==> src/rtl/riscv_pkg.sv <==
// Shared types and sizes for the register-file writeback path.
package riscv_pkg;

  localparam int unsigned REG_COUNT = 32;
  localparam int unsigned CNT_W     = $clog2(REG_COUNT);

  // Writeback controller phases: clear x1..x31, then serve writebacks.
  typedef enum logic {
    StInit = 1'b0,
    StRun  = 1'b1
  } state_e;

  // Writeback requester identity; also the round-robin history value.
  typedef enum logic {
    ReqAlu = 1'b0,
    ReqMem = 1'b1
  } req_id_e;

endpackage

==> src/rtl/rr_arb2.sv <==
// Two-way round-robin grant: a lone requester wins, a tie goes to the one not granted last.
module rr_arb2
  import riscv_pkg::*;
(
  input  logic [1:0] req,
  input  logic       last,
  output logic [1:0] gnt
);

  // Combinational grant; bit 0 is the ALU, bit 1 is the load path.
  always_comb begin
    gnt = 2'b00;
    unique case (req)
      2'b01:   gnt = 2'b01;
      2'b10:   gnt = 2'b10;
      2'b11:   gnt = (last == ReqMem) ? 2'b01 : 2'b10;
      default: gnt = 2'b00;
    endcase
  end

endmodule

==> src/rtl/regfile_wb_ctrl.sv <==
// Register-file writeback controller: clears x1..x31 after reset, then arbitrates
// ALU and load writebacks onto the single regfile write port.
module regfile_wb_ctrl
  import riscv_pkg::*;
#(
  parameter int unsigned ADDRESS_WIDTH = 5,
  parameter int unsigned DATA_WIDTH    = 32
) (
  input  logic                     clk,
  input  logic                     rst_n,
  input  logic                     alu_valid,
  input  logic [ADDRESS_WIDTH-1:0] alu_rd,
  input  logic [DATA_WIDTH-1:0]    alu_data,
  output logic                     alu_ready,
  input  logic                     mem_valid,
  input  logic [ADDRESS_WIDTH-1:0] mem_rd,
  input  logic [DATA_WIDTH-1:0]    mem_data,
  output logic                     mem_ready,
  output logic                     we3,
  output logic [ADDRESS_WIDTH-1:0] ad3,
  output logic [DATA_WIDTH-1:0]    wd3,
  output logic                     init_done
);

  state_e                   r_state;
  state_e                   w_state_next;
  logic [CNT_W-1:0]         r_cnt;
  req_id_e                  r_last_grant;
  logic                     r_we3;
  logic [ADDRESS_WIDTH-1:0] r_ad3;
  logic [DATA_WIDTH-1:0]    r_wd3;
  logic                     r_init_done;

  logic                     w_run;
  logic                     w_last_clear;
  logic [1:0]               w_gnt;
  logic                     w_hs_alu;
  logic                     w_hs_mem;
  logic                     w_hs;
  logic [ADDRESS_WIDTH-1:0] w_hs_rd;
  logic [DATA_WIDTH-1:0]    w_hs_data;

  assign w_run        = (r_state == StRun);
  assign w_last_clear = (r_cnt == CNT_W'(REG_COUNT - 1));

  rr_arb2 u_arb (
    .req  ({mem_valid, alu_valid}),
    .last (r_last_grant),
    .gnt  (w_gnt)
  );

  // Readies are forced low during the clear phase and while reset is held.
  assign alu_ready = rst_n & w_run & alu_valid & w_gnt[0];
  assign mem_ready = rst_n & w_run & mem_valid & w_gnt[1];

  assign w_hs_alu  = alu_valid & alu_ready;
  assign w_hs_mem  = mem_valid & mem_ready;
  assign w_hs      = w_hs_alu | w_hs_mem;
  assign w_hs_rd   = w_hs_mem ? mem_rd : alu_rd;
  assign w_hs_data = w_hs_mem ? mem_data : alu_data;

  // Next state: leave INIT after the x31 clear; RUN is only left via reset.
  always_comb begin
    w_state_next = r_state;
    if (r_state == StInit && w_last_clear) begin
      w_state_next = StRun;
    end
  end

  // State register.
  always_ff @(posedge clk) begin
    if (!rst_n) begin
      r_state <= StInit;
    end else begin
      r_state <= w_state_next;
    end
  end

  // Clear counter, round-robin history and registered write port.
  always_ff @(posedge clk) begin
    if (!rst_n) begin
      r_cnt        <= CNT_W'(1);
      r_last_grant <= ReqMem;
      r_we3        <= 1'b0;
      r_ad3        <= '0;
      r_wd3        <= '0;
      r_init_done  <= 1'b0;
    end else if (!w_run) begin
      r_we3 <= 1'b1;
      r_ad3 <= ADDRESS_WIDTH'(r_cnt);
      r_wd3 <= '0;
      r_cnt <= r_cnt + CNT_W'(1);
      if (w_last_clear) begin
        r_init_done <= 1'b1;
      end
    end else if (w_hs) begin
      r_last_grant <= w_hs_mem ? ReqMem : ReqAlu;
      // Writes to x0 are accepted but dropped; address/data keep their old values.
      if (w_hs_rd != '0) begin
        r_we3 <= 1'b1;
        r_ad3 <= w_hs_rd;
        r_wd3 <= w_hs_data;
      end else begin
        r_we3 <= 1'b0;
      end
    end else begin
      r_we3 <= 1'b0;
    end
  end

  assign we3       = r_we3;
  assign ad3       = r_ad3;
  assign wd3       = r_wd3;
  assign init_done = r_init_done;

endmodule

==> config.mk <==
export PLATFORM = sky130hd
export DESIGN_NAME = regfile_wb_ctrl
export DESIGN_NICKNAME = d
export VERILOG_FILES = /design/src/rtl/riscv_pkg.sv /design/src/rtl/rr_arb2.sv /design/src/rtl/regfile_wb_ctrl.sv
export SDC_FILE = /design/constraint.sdc
export NUM_CORES = 1
export LEC_CHECK = 0
export CAP_MARGIN = 20
export CORE_ASPECT_RATIO = 2
export CORE_MARGIN = 10
export CORE_UTILIZATION = 42
export CTS_BUF_LIST = sky130_fd_sc_hd__clkbuf_8
export DETAILED_ROUTE_END_ITERATION = 6
export GPL_ROUTABILITY_DRIVEN = 1
export PLACE_DENSITY = 0.93
export SYNTH_ARGS = -nofsm -noshare
export SYNTH_HDL_FRONTEND = slang
export SYNTH_HIERARCHICAL = 1
export SYNTH_SLANG_ARGS = --single-unit
==> constraint.sdc <==
create_clock -name clk -period 2.9 [get_ports clk]
set_input_delay 0.58 -clock clk [delete_from_list [all_inputs] [get_ports clk]]
set_output_delay 0.58 -clock clk [all_outputs]
set_load 0.01 [all_outputs]
==> impl_metrics.yaml <==
status:
  status: "completed"
layout:
  drive_above_1_share_pct: 14.8
  antenna_cells: 0
  area_growth_pct: 55.7
  fin_cells: 446
  num-nets-final: 465
worst_setup_path:
  start_kind: "input port"
  critPathKind: "input port to output port"
  worst-path-max-fanout: 5
  critical_path_required_ns: 2.32
  endpoint_kind: "output port"
  ff2ff_setup_slack_ns: 0.98
  reg2reg_depth: 8
  startpoint: "alu_valid"
  cp.arrival_ns: 2.11
  r2r-start: "r_last_grant"
  reg2reg_to: "wd3[10]"
  worstSetupEndpoint: "alu_ready"
placement:
  place.gp.congestion: 0.943
  dp_hpwl_mm: 6.37
  port_buffers: 118
  dp_cells: 438
die:
  start_util_pct: 43.8
  die_h_um: 127
  die_area_um2: 9310
  core-area_um2: 5470
  io_pins: 119
  rows: 38
  die_w_um: 73.4
flow_run:
  maxCapViolCount: 0
logic_synthesis:
  ys_warn_count: 6
  post_synth_num_cell_types: 42
  synth_ff_type: "dfxtp_1"
  ys_async_sr_fraction_pct: 0
  synth.most_common_cell: "nand2_1"
  synth_area_per_cell_um2: 8.85
  synth_cells: 271
  synth-edff-count: 0
  ys_top_cells_by_count: "nand2_1, dfxtp_1, a21oi_1"
  synth_top_area_share_pct: 37.6
  syn_area_um2: 2400
  yosysTopAreaCell: "dfxtp_1"
  ys_ff_latch: 45
  synth_area_leaders: "dfxtp_1, a311oi_2, nand2_1"
  seq_area_frac_synth_pct: 37.6
  syn_nets: 351
worst_hold_path:
  hold_path_class: "register to register"
global_route:
  grt_antenna_before_repair: 0
  first_global_vias: 2753
  grt_util_all_layers_pct: 18.0
  grt_pass1_wl_mm: 13.4
  grt_overflow: 0
  grt_max_degree: 38
route:
  wl_per_cell_um: 19.0
  drt_iter0_drc: 154
  dr.pass1.iters: 4
  vias: 2546
  viasPerCell: 5.71
  drt_wl_total_mm: 8.46
  drc: 0
  ant_nets: 0
sta:
  fmax_ghz: 0.372
  finalMaxSlewViolations: 0
  grt_setup_unrepaired: "false"
  slew-limit-headroom_pct: 63.9
  period_minus_slack_ns: 2.69
  fin_crit_sh_pct: 92.7
  setup_tns_ns: 0
  worst_slew_pin_slew_ns: 0.542
  hold_viol_final: 0
  setup_viol: 0
  fin_worst_skew_ns: 0.00238
cts:
  cts-htree-levels: 2
  clock_sinks: 45
  cts_buffers: 5
  cts_tree: "done"
  cts.path.max_buffers: 2
  cts_root_buf: "clkbuf_8"
  post_cts_buffers: 0
  clkTransAtPathRegs_ns: 0.08
  ctsHoldBuffers: 0
  clk_latency_ns: 0.30
power:
  ir_worst_vdd_uv: 401
  p_leak_nw: 1.29
  p_per_area_nw_per_um2: 340
==> stage by stage <==
step                setup WS (ns)  utilization [%]  hold slack (ns)  total power [W]  instance area [um^2]
floorplan                   0.688                -            0.471         0.000712                  2400
global placement            0.137             66.3            0.483         0.000843                  3630
detailed placement          0.145             66.3            0.481         0.000849                  3630
CTS                         0.112             68.2            0.501          0.00128                  3730
global route               0.0808             68.3            0.533          0.00132                  3730
finish                      0.211             68.3            0.497          0.00127                  3730
==> registers in the layout (all words and copies together) (netlist names) <==
register / cells
ad3: 5
wd3: 32
r_last_grant: 1
we3: 1
r_cnt: 5
r_state: 1
==> final cells by class <==
| cell class | count | area (um^2) |
|---|---|---|
| Clock buffer | 7 | 96.3 |
| Clock inverter | 1 | 5.00 |
| Fill cell | 428 | 1730 |
| Inverter | 3 | 11.3 |
| Multi-Input combinational cell | 199 | 1360 |
| Sequential cell | 45 | 901 |
| Tap cell | 60 | 75.1 |
| Timing Repair Buffer | 131 | 1280 |
==> kinds of logic (layout without fill, tap and decap cells) <==
family / Yosys count / in the layout / synth area share (%)
and+or+nand+nor: 102 / 102 / 18.8
DFF: 45 / 45 / 37.6
muxes: 6 / 6 / 2.56
AOI/OAI and AO/OA: 86 / 86 / 33.1
xor gates and xnor gates: 3 / 3 / 1.10
buffers and inverters: 27 / 142 / 5.79
adders and majority gates: 2 / 2 / 1.04
==> worst max-delay path, stage by stage <==
cell	delay, ns
clkdlybuf4s50_1	0.54
a21boi_2	0.22
nand2_1	0.11
nor2_1	0.11
clkdlybuf4s50_1	0.55
==> layer usage <==
metal / up-vias / GRT usage, % / wire, um
li1: 1219 / - / -
met1: 1212 / 17.4 / 2810
met2: 96 / 32.9 / 4790
met3: 19 / 5.31 / 560
met4: 0 / 8.60 / 306
met5: - / 0 / 0
==> power by group <==
| part | total (W) | leakage (nW) | internal [W] | switching, W |
|---|---|---|---|---|
| combinational | 0.000201 | 0.876 | 0.000128 | 0.0000730 |
| clock | 0.000434 | 0.0542 | 0.000216 | 0.000218 |
| sequential | 0.000636 | 0.364 | 0.000627 | 0.00000881 |
| total | 0.00127 | 1.29 | 0.000970 | 0.000300 |
==> what timing repair did <==
item | 4_1_cts | 5_1_grt
endpoints found under the hold margin | 0 | 0
setup endpoints to repair | 0 | 2
resized for setup | 0 | 2
==> worst min path at each step <==
stage / startpoint / end / slack [ns] / depth (start not counted)
floorplan: r_cnt[4] / ad3[4] / 0.47 / 2
global placement: ad3[1] / ad3[1] / 0.48 / 1
detailed placement: ad3[1] / ad3[1] / 0.48 / 1
CTS: ad3[1] / ad3[1] / 0.50 / 1
global route: ad3[1] / ad3[1] / 0.53 / 1
finish: ad3[1] / ad3[1] / 0.50 / 1
==> layout by cell type, fill, tap and decap left out, drive strengths merged, types with 2 or more instances in the layout <==
cell	Yosys	final
nand3	3	3
buf	5	13
dfxtp	45	45
inv	3	3
nor2	3	3
nor2b	3	3
nand4	2	2
or3	2	2
clkbuf	19	7
ha	2	2
a21boi	4	4
o21ai	4	4
clkdlybuf4s50	0	117
mux2i	5	5
a21oi	33	33
or4	3	3
o211ai	2	2
and2	5	5
a311oi	32	32
xnor2	2	2
nor3	2	2
nand2	74	74
Note: power is estimated with default switching activity, not from simulation.
==> variant: new RTL, same settings <==
`ADDRESS_WIDTH`: 5 -> 6.
--- a/src/rtl/regfile_wb_ctrl.sv
+++ b/src/rtl/regfile_wb_ctrl.sv
@@ -4,5 +4,5 @@
   import riscv_pkg::*;
 #(
-  parameter int unsigned ADDRESS_WIDTH = 5,
+  parameter int unsigned ADDRESS_WIDTH = 6,
   parameter int unsigned DATA_WIDTH    = 32
 ) (
Ports: changed (resized ad3, alu_rd and mem_rd); port bits go from 119 to 122. The function was not compared with the original's and may differ.
==> variant against the original RTL <==
  * Synthesized area is 0.52% higher
  * Sequential cell count grew 1
  * Critical path type unchanged
  * Via count fell by 12%
  * Count of clock-buffer cells in the layout down 1
  * Highest routed layer unchanged
  * Power fell by 0.58%
  * Setup slack got worse by 38 ps
  * Design area decreased by 0.20%
  * Routed wire length fell by 11%
==> variant: results (changes against the original RTL) <==
[run_status]
status=complete, no violations

[synthesis]
synth_cells=240  ; -11%
ys.flop_type=dfxtp_1
synth.top_cells.by_count=mux2i_1, dfxtp_1, nand2_1
async_reset_ff_share_pct=0  ; unchanged
yosysUniqueCellTypes=49  ; +17%
yosysWarnings=6  ; unchanged
synth_top_cells_by_area=dfxtp_1, mux2i_1, nand2_1
synth_fp_nets=322  ; -8.3%
synth_seq_area_share_pct=38.2  ; +0.64 points

[global_route]
grt_use_total_pct=15.8  ; -2.2 points
antenna_found_initial=0  ; unchanged
grt_max_degree=34  ; -11%
grt_pass1_vias=2391  ; -13%
grt_pass1_wl_mm=11.9  ; -12%

[clocking]
cts_resized=0  ; unchanged
clockBufferDepth=2  ; unchanged
cts_setup_buffers=0  ; unchanged
cts_buffers=5  ; unchanged
cts_root_buf=clkbuf_8
clkLatencyLatePin_ps=300  ; about the same
htree_levels=2  ; unchanged
clk_pin_slew_ps=80  ; about the same

[power]
peakVddDrop_v=0.000352  ; -12%
p_leak_nw=1.78  ; +38%

[final_layout]
nets=443  ; -4.7%
antenna_cells=0  ; unchanged
largest_reg_flops=32  ; unchanged
drive_gt1_share_pct=7.18  ; -7.6 points

[critical_path]
crit_path_max_incr_delay_ps=540
crit_family=buffers and inverters
critPathArrivalTime_ps=2150  ; +40 ps
ff2ff_path_depth=6  ; -2
crit_fanout=3  ; -2
critPathSlowestCell=clkdlybuf4s50_1

[route]
dr.pass1.iters=4  ; unchanged
wire_per_inst_um=17.7  ; -6.5%
drt_iter0_drc=177  ; +15%
via_per_inst=5.29  ; -7.3%
wl_mm=7.51  ; -11%

[sta]
fin_setup_tns_ps=0  ; unchanged
skew_ps=8.42  ; +6.04 ps
relSlewSlack_pct=76.9  ; +13 points

[place]
gp_congestion=0.984  ; +4.4%
port_buffers=121  ; +2.5%
dpl.hpwl_mm=6.18  ; -3.0%

[hold_path]
min_path_cells=2  ; +1
hold_class=reg -> reg

[variant: changes by cell type after synthesis, moves of 5 or more]
cell	change
mux2i_1	+66
nand2_1	-39
a21oi_1	-30
a311oi_2	-30
clkbuf_1	-13
nor3_1	+5
[variant: kinds of logic (layout without fill, tap and decap cells)]
logic type,Yosys count,after routing,share of synthesized area [%]
muxes,73,73,30.4
and+or+nand+nor,69,69,15.1
DFF,46,46,38.2
AOI/OAI and AO/OA,27,27,7.68
buffers and inverters,20,142,6.44
xor gates and xnor gates,3,3,1.09
adders and majority gates,2,2,1.04
[variant: metal layers]
layer  GRT usage, %  up-vias  part of all wire [%]  wire [um]
met5              0        -                     0          0
met4           5.84        0                   2.0        148
met3           6.28       12                   8.9        667
met2           30.0       92                    58       4350
met1           13.9     1037                    31       2340
li1               -     1098                     -          -
[variant: area by class of cell]
type	instances	area (um2)
well taps	61	76.3
flip-flops and latches	46	921
clock inverters	2	12.5
fillers	451	1930
repair buffers	131	1290
multi-input cells	174	1340
inverters	3	12.5
clock buffers	6	82.6
[variant: through the flow]
stage | power (mW) | area [um2] | setup slack (ps)
final | 1.26 | 3730 | 173
after global routing | 1.32 | 3730 | 45.8
after CTS | 1.27 | 3730 | 59.6
after detailed placement | 0.871 | 3630 | 56.8
after global placement | 0.867 | 3630 | 123
after floorplan | 0.732 | 2410 | 757
[variant: final timing paths]
check                from   endpoint  slack, ps
max reg2reg  r_last_grant     wd3[0]       1000
min reg2reg        wd3[1]     wd3[1]        460
max             mem_valid  mem_ready        170
min                wd3[1]     wd3[1]        460
[variant: where the power goes]
part / internal (mW) / switching, mW / total [mW]
Combinational: 0.140 / 0.0678 / 0.208
Clock: 0.192 / 0.214 / 0.406
Sequential: 0.641 / 0.00839 / 0.649
